## src/rtl/alu_pkg.sv

```systemverilog
// Shared definitions for the ALU serial response monitor.
// Holds the packet and response state types, the error-flag bit positions
// and the CRC3 helper used by both the decoder and the bench scoreboard.
package alu_pkg;

    // Packet framing: start + type + 8 payload + stop
    localparam int PKT_BITS      = 11;
    localparam int PKT_DATA_BITS = 10;

    // Payload bit that separates a result trailer (0) from an error packet (1)
    localparam int CTL_KIND_BIT = 7;

    // Bit positions inside err_flags, upper and lower copies as sent by the ALU
    localparam int ERR_DATA_HI = 5;
    localparam int ERR_CRC_HI  = 4;
    localparam int ERR_OP_HI   = 3;
    localparam int ERR_DATA_LO = 2;
    localparam int ERR_CRC_LO  = 1;
    localparam int ERR_OP_LO   = 0;

    typedef enum logic {
        PKT_DATA = 1'b0,
        PKT_CTL  = 1'b1
    } pkt_type_t;

    typedef enum logic [1:0] {
        PK_IDLE  = 2'd0,
        PK_SHIFT = 2'd1,
        PK_CHECK = 2'd2
    } pk_state_t;

    typedef enum logic [1:0] {
        R_WAIT = 2'd0,
        R_DATA = 2'd1,
        R_EMIT = 2'd2
    } resp_state_t;

    // CRC3 over x^3+x+1, zero init, MSB of the vector shifted in first
    function automatic logic [2:0] calc_crc3(input bit [36:0] vec);
        logic [2:0] crc;
        logic       fb;
        crc = 3'b000;
        for (int i = 36; i >= 0; i--) begin
            fb  = crc[2] ^ vec[i];
            crc = {crc[1], crc[0] ^ fb, fb};
        end
        return crc;
    endfunction

endpackage

```

## src/rtl/alu_pkt_rx.sv

```systemverilog
// 11-bit packet deserializer for the ALU sout line.
// Waits for a start bit, shifts in the type, payload and stop bits, then
// spends one check cycle presenting the packet. A start bit seen during
// the check cycle is captured so zero-gap packets are not lost.
module alu_pkt_rx
    import alu_pkg::*;
(
    input  logic       clk,
    input  logic       rst_n,
    input  logic       sout,
    output logic       pkt_valid,
    output pkt_type_t  pkt_type,
    output logic [7:0] pkt_byte,
    output logic       pkt_stop_err,
    output logic       pkt_busy
);

    pk_state_t                 pk_state;
    logic [PKT_DATA_BITS-1:0]  shift_reg;
    logic [3:0]                bit_cnt;

    // The line is owned by a packet only while bits are being shifted in
    assign pkt_busy = (pk_state == PK_SHIFT);

    // Packet FSM: detect start, shift 10 bits MSB first, then present the packet
    always_ff @(posedge clk or negedge rst_n) begin
        if (!rst_n) begin
            pk_state     <= PK_IDLE;
            shift_reg    <= '0;
            bit_cnt      <= 4'd0;
            pkt_valid    <= 1'b0;
            pkt_type     <= PKT_DATA;
            pkt_byte     <= 8'h00;
            pkt_stop_err <= 1'b0;
        end else begin
            pkt_valid    <= 1'b0;
            pkt_stop_err <= 1'b0;
            case (pk_state)
                PK_IDLE: begin
                    if (!sout) begin
                        pk_state <= PK_SHIFT;
                        bit_cnt  <= 4'd9;
                    end
                end
                PK_SHIFT: begin
                    shift_reg <= {shift_reg[PKT_DATA_BITS-2:0], sout};
                    if (bit_cnt == 4'd0) begin
                        pk_state <= PK_CHECK;
                    end else begin
                        bit_cnt <= bit_cnt - 4'd1;
                    end
                end
                PK_CHECK: begin
                    pkt_valid    <= 1'b1;
                    pkt_type     <= pkt_type_t'(shift_reg[9]);
                    pkt_byte     <= shift_reg[8:1];
                    pkt_stop_err <= ~shift_reg[0];
                    if (!sout) begin
                        pk_state <= PK_SHIFT;
                        bit_cnt  <= 4'd9;
                    end else begin
                        pk_state <= PK_IDLE;
                    end
                end
                default: begin
                    pk_state <= PK_IDLE;
                end
            endcase
        end
    end

endmodule

```

## src/rtl/alu_resp_decoder.sv

```systemverilog
// ALU serial response monitor.
// Reassembles packets from alu_pkt_rx into either a 32-bit result with
// flags and CRC status, or a decoded error packet, and flags framing,
// sequence and inter-packet timeout problems on frame_err.
// Build option: define ALU_RESP_CRC_CHECK_EN to compare the received CRC3;
// without it crc_ok simply reads 1 with every decoded result.
module alu_resp_decoder
    import alu_pkg::*;
#(
    parameter int TIMEOUT_CYCLES = 64
) (
    input  logic        clk,
    input  logic        rst_n,
    input  logic        sout,
    output logic        res_valid,
    output logic [31:0] result,
    output logic [3:0]  flags,
    output logic        crc_ok,
    output logic        err_valid,
    output logic [5:0]  err_flags,
    output logic        parity_ok,
    output logic        frame_err
);

    localparam int IDLE_W = $clog2(TIMEOUT_CYCLES + 1);
    localparam logic [IDLE_W-1:0] IDLE_MAX = IDLE_W'(TIMEOUT_CYCLES);

    logic        pkt_valid;
    pkt_type_t   pkt_type;
    logic [7:0]  pkt_byte;
    logic        pkt_stop_err;
    logic        pkt_busy;

    resp_state_t        resp_state;
    logic [2:0]         data_cnt;
    logic [31:0]        data_shift;
    logic [IDLE_W-1:0]  idle_cnt;
    logic               line_idle;
    logic               timeout_hit;
    logic               crc_match;

    alu_pkt_rx u_pkt_rx (
        .clk          (clk),
        .rst_n        (rst_n),
        .sout         (sout),
        .pkt_valid    (pkt_valid),
        .pkt_type     (pkt_type),
        .pkt_byte     (pkt_byte),
        .pkt_stop_err (pkt_stop_err),
        .pkt_busy     (pkt_busy)
    );

    // A cycle is idle when no packet is being shifted and no start bit is on the line
    assign line_idle   = ~pkt_busy & sout;
    assign timeout_hit = (resp_state == R_DATA) && line_idle && (idle_cnt == IDLE_MAX);

`ifdef ALU_RESP_CRC_CHECK_EN
    logic [2:0] crc_calc;

    // CRC3 of the assembled result, a zero pad bit and the trailer's flags
    always_comb begin
        crc_calc  = calc_crc3({data_shift, 1'b0, pkt_byte[6:3]});
        crc_match = (crc_calc == pkt_byte[2:0]);
    end
`else
    // Without the checker every decoded result is reported as CRC-clean
    assign crc_match = 1'b1;
`endif

    // Count consecutive idle cycles between a stop bit and the next start bit
    always_ff @(posedge clk or negedge rst_n) begin
        if (!rst_n) begin
            idle_cnt <= '0;
        end else if (!line_idle) begin
            idle_cnt <= '0;
        end else if (idle_cnt != IDLE_MAX) begin
            idle_cnt <= idle_cnt + 1'b1;
        end
    end

    // Response FSM: collect four data bytes, then finish on a trailer or error packet
    always_ff @(posedge clk or negedge rst_n) begin
        if (!rst_n) begin
            resp_state <= R_WAIT;
            data_cnt   <= 3'd0;
            data_shift <= 32'h0;
            result     <= 32'h0;
            flags      <= 4'h0;
            crc_ok     <= 1'b0;
            err_flags  <= 6'h00;
            parity_ok  <= 1'b0;
            res_valid  <= 1'b0;
            err_valid  <= 1'b0;
            frame_err  <= 1'b0;
        end else begin
            res_valid <= 1'b0;
            err_valid <= 1'b0;
            frame_err <= 1'b0;
            if (pkt_valid) begin
                if (pkt_stop_err) begin
                    frame_err  <= 1'b1;
                    data_cnt   <= 3'd0;
                    resp_state <= R_WAIT;
                end else if (pkt_type == PKT_DATA) begin
                    if (data_cnt == 3'd4) begin
                        frame_err  <= 1'b1;
                        data_cnt   <= 3'd0;
                        resp_state <= R_WAIT;
                    end else begin
                        data_shift <= {data_shift[23:0], pkt_byte};
                        data_cnt   <= data_cnt + 3'd1;
                        resp_state <= R_DATA;
                    end
                end else if (!pkt_byte[CTL_KIND_BIT]) begin
                    if (data_cnt == 3'd4) begin
                        result     <= data_shift;
                        flags      <= pkt_byte[6:3];
                        crc_ok     <= crc_match;
                        res_valid  <= 1'b1;
                        data_cnt   <= 3'd0;
                        resp_state <= R_EMIT;
                    end else begin
                        frame_err  <= 1'b1;
                        data_cnt   <= 3'd0;
                        resp_state <= R_WAIT;
                    end
                end else begin
                    if (data_cnt == 3'd0) begin
                        err_flags  <= pkt_byte[6:1];
                        parity_ok  <= ~^pkt_byte;
                        err_valid  <= 1'b1;
                        resp_state <= R_EMIT;
                    end else begin
                        frame_err  <= 1'b1;
                        data_cnt   <= 3'd0;
                        resp_state <= R_WAIT;
                    end
                end
            end else if (timeout_hit) begin
                frame_err  <= 1'b1;
                data_cnt   <= 3'd0;
                resp_state <= R_WAIT;
            end else if (resp_state == R_EMIT) begin
                resp_state <= R_WAIT;
            end
        end
    end

endmodule

```

## config.mk

```make
export PLATFORM = sky130hd
export DESIGN_NAME = alu_resp_decoder
export DESIGN_NICKNAME = d
export VERILOG_FILES = /design/src/rtl/alu_pkg.sv /design/src/rtl/alu_pkt_rx.sv /design/src/rtl/alu_resp_decoder.sv
export SDC_FILE = /design/constraint.sdc
export NUM_CORES = 1
export LEC_CHECK = 0
export CAP_MARGIN = 20
export CORE_AREA = 2 2 112 114
export DETAILED_ROUTE_END_ITERATION = 10
export DIE_AREA = 0 0 114 116
export GPL_TIMING_DRIVEN = 0
export PLACE_DENSITY = 0.58
export SLEW_MARGIN = 30
export SYNTH_ARGS = -nofsm -noshare
export SYNTH_HDL_FRONTEND = slang
export SYNTH_SLANG_ARGS = --single-unit
```

## constraint.sdc

```tcl
create_clock -name clk -period 1.8 [get_ports clk]
set_clock_uncertainty 0.05 [all_clocks]
set_input_delay 0.54 -clock clk [delete_from_list [all_inputs] [get_ports clk]]
set_output_delay 0.54 -clock clk [all_outputs]
set_load 0.02 [all_outputs]
```

==> impl_metrics.ini <==
[layout]
filler_cell_count = 1072
final_cell_count_no_fill = 595
post-route-cell-area_mm2 = 0.005961
num_antenna_cells = 0
final_net_count = 446
area.growth.synth_to_final_pct = 27.45
ratio_of_cells_with_drive_above_1_in_the_final_layout = 0.2411

[yosys]
postSynth.topFlopCell = dfrtp_1
netlist_instances = 364
yosysTopAreaCell = dfrtp_1
leading_cell_types_by_total_area_after_synthesis = dfrtp_1 (63%), mux2_2 (13%), nand2_1 (6.4%)
synth-edff-count = 0
synth.cell_area_mm2 = 0.004677
syn_area_per_cell_um2 = 12.85
yosysMostFrequentCell = dfrtp_1
synth-async-reset-ratio = 1.000
synth.distinct_cells = 31
synth_sequential_area_ratio = 0.6314
synth.ff_latch_count = 118
synth_top_cell_area_share = 0.6314
number_of_synthesis_warnings = 0
synth.net_count = 373
synth_common_cells = dfrtp_1 (118), nand2_1 (80), mux2_2 (53)

[floorplan]
boundaryPins = 50
chipHeight_um = 116
std_cell_rows = 40
die_area_mm2 = 0.01322
floorplan.initialDensity = 0.3926
coreArea_mm2 = 0.01191
die_w_um = 114

[setup_path]
critical_path.max_fanout = 2
category_of_the_worst_setup_path_capture_point = output port
timing.critical_path.required_ps = 1210
critical_path.startpoint_type = flop
criticalPathCategory = flop to output port
delay_of_the_slowest_critical_path_stage_ps = 400
cp_num_buf_inv = 1
cpLargestDelayFamily = flip-flops
cp_data_arrival_time_ps = 1130
crit_path_cell_trace = dlygate4sd2_1
cp_slowest_cell = dfrtp_1

[hold_path]
min_path_type = flop to flop

[cts]
cts_made_buffers = 17
tritoncts = built
clkTransAtPathRegs_ps = 50
cts_num_sinks = 118
clock_path_buffers = 2
clk_root_buffer_cell = clkbuf_16
total_number_of_h_tree_levels = 4
clock_insertion_delay_worst_skew_ps = 400

[global_route]
globalRouteOverflowTotal = 0
grt_max_degree = 78
grt_util_all_layers = 0.1443
antenna_found_initial = 0
number_of_global_route_vias_before_repair = 2956
grt_pass1_wl_um = 14490

[timing]
grt_setup_unrepaired = no
timing_worst_slew_pin_value_ps = 386.3
finalHoldViolations = 0
tns_ps = 0
fin_crit_sh = 0.9566
report.final.slew_viol_count = 0
maxSlewHeadroom = 0.7425
setup_viol = 0
whs_ps = 399.5
finalCriticalPeriod_ps = 1722
achievable_clock_frequency_ghz = 0.5808

[drt]
antenna_left = 0
totalWireLength_um = 8739
detail_route.wl_per_cell_um = 14.69
first_iter_violations = 128
vias_per_cell = 4.785
drt_pre_antenna_iters = 5
post-route-drc-count = 0
via_count = 2847

[place]
placedInstanceArea_mm2 = 0.005384
port_bufs = 49
place_hpwl_um = 5835
dpl.cell_count = 561
routabilityCongestion = 0.7432

[pwr]
power_per_cell_area_mw_per_mm2 = 1334
cellLeakagePower_nw = 3.153
irDropWorstVdd_v = 0.0006934

[run]
max-cap-violations = 0

[run_status]
status = finished clean
[what timing repair did]
action / CTS / global route
endpoints found under the setup margin: 80 / 45
setup buffers: 3 / 0
gates resized for setup: 52 / 8
endpoints found under the hold margin: 41 / 0
hold buffers: 1 / 0
[per-layer routing]
layer,vias to the layer above,track usage,routed length (um)
met4,0,0.06098,70
met3,7,0.04864,347
met5,-,0,0
met1,1427,0.1792,4056
li1,1363,-,-
met2,50,0.2325,4264
[worst paths after layout]
| check | to | startpoint | slack (ps) | cells after the start |
|---|---|---|---|---|
| max | result[0] | result[0] | 80 | 1 |
| min | u_pkt_rx.pkt_stop_err | u_pkt_rx.shift_reg[0] | 400 | 1 |
| min reg2reg | u_pkt_rx.pkt_stop_err | u_pkt_rx.shift_reg[0] | 400 | 1 |
| min in group asynchronous | result[25] | rst_n | 570 | 2 |
| max reg2reg | result[20] | data_cnt[0] | 100 | 7 |
| max in group asynchronous | u_pkt_rx.shift_reg[5] | rst_n | 440 | 3 |
[metrics by stage]
stage                     power (mW)  utilization  setup slack [ps]
after floorplan                4.405            -             160.3
after global placement         4.762       0.4493             -4414
after detailed placement       4.831       0.4520            -168.2
after CTS                      7.983       0.4973             14.17
after global routing           8.386       0.5004             4.188
final                          7.950       0.5004             78.13
[logic make-up (layout without fill, tap and decap cells)]
| family | Yosys count | count (layout) | share of synthesized area |
|---|---|---|---|
| buffers and inverters | 20 | 104 | 0.02381 |
| DFF | 118 | 118 | 0.6314 |
| adders and majority gates | 6 | 6 | 0.01605 |
| AOI/OAI and AO/OA | 14 | 14 | 0.01578 |
| and+or+nand+nor | 120 | 120 | 0.1140 |
| muxes | 71 | 71 | 0.1709 |
| xor gates and xnor gates | 15 | 15 | 0.02809 |
[cell usage in the layout, fill, tap and decap left out, types with 4 or more instances in the layout]
cell type and instances:
dfrtp_1 118, nand2_1 80, mux2_2 53, dlygate4sd2_1 47, mux2_1 18, clkbuf_16 17
nor2_1 15, xnor2_1 13, o21ai_0 9, inv_1 7, buf_2 6, buf_4 6
nand3_1 5, ha_1 5, clkbuf_1 5, clkbuf_8 4
[power breakdown]
group          leakage (nW)  internal (mW)  switching, mW
clock                 0.270           2.02           1.06
combinational          1.29          0.724          0.651
sequential             1.59           3.08          0.408
total                  3.15           5.83           2.12
[cell type report]
| cell class | instances | area [um^2] | share of cell area |
|---|---|---|---|
| Clock inverter | 4 | 45.04 | 0.007557 |
| Inverter | 8 | 30.03 | 0.005038 |
| Tap cell | 147 | 183.9 | 0.03086 |
| Timing Repair Buffer | 54 | 496.7 | 0.08333 |
| Buffer | 12 | 90.09 | 0.01511 |
| Clock buffer | 26 | 499.2 | 0.08375 |
| Multi-Input combinational cell | 226 | 1663 | 0.2790 |
| Sequential cell | 118 | 2953 | 0.4954 |
[worst register-to-register path, delay by kind of cell, from the launching register on]
family | cells | cell delay, ps
fa+ha+maj | 1 | 170
simple gates | 2 | 230
flops | 1 | 400
mux | 1 | 330
buf+inv | 3 | 400
(Power assumes the default switching activity.)
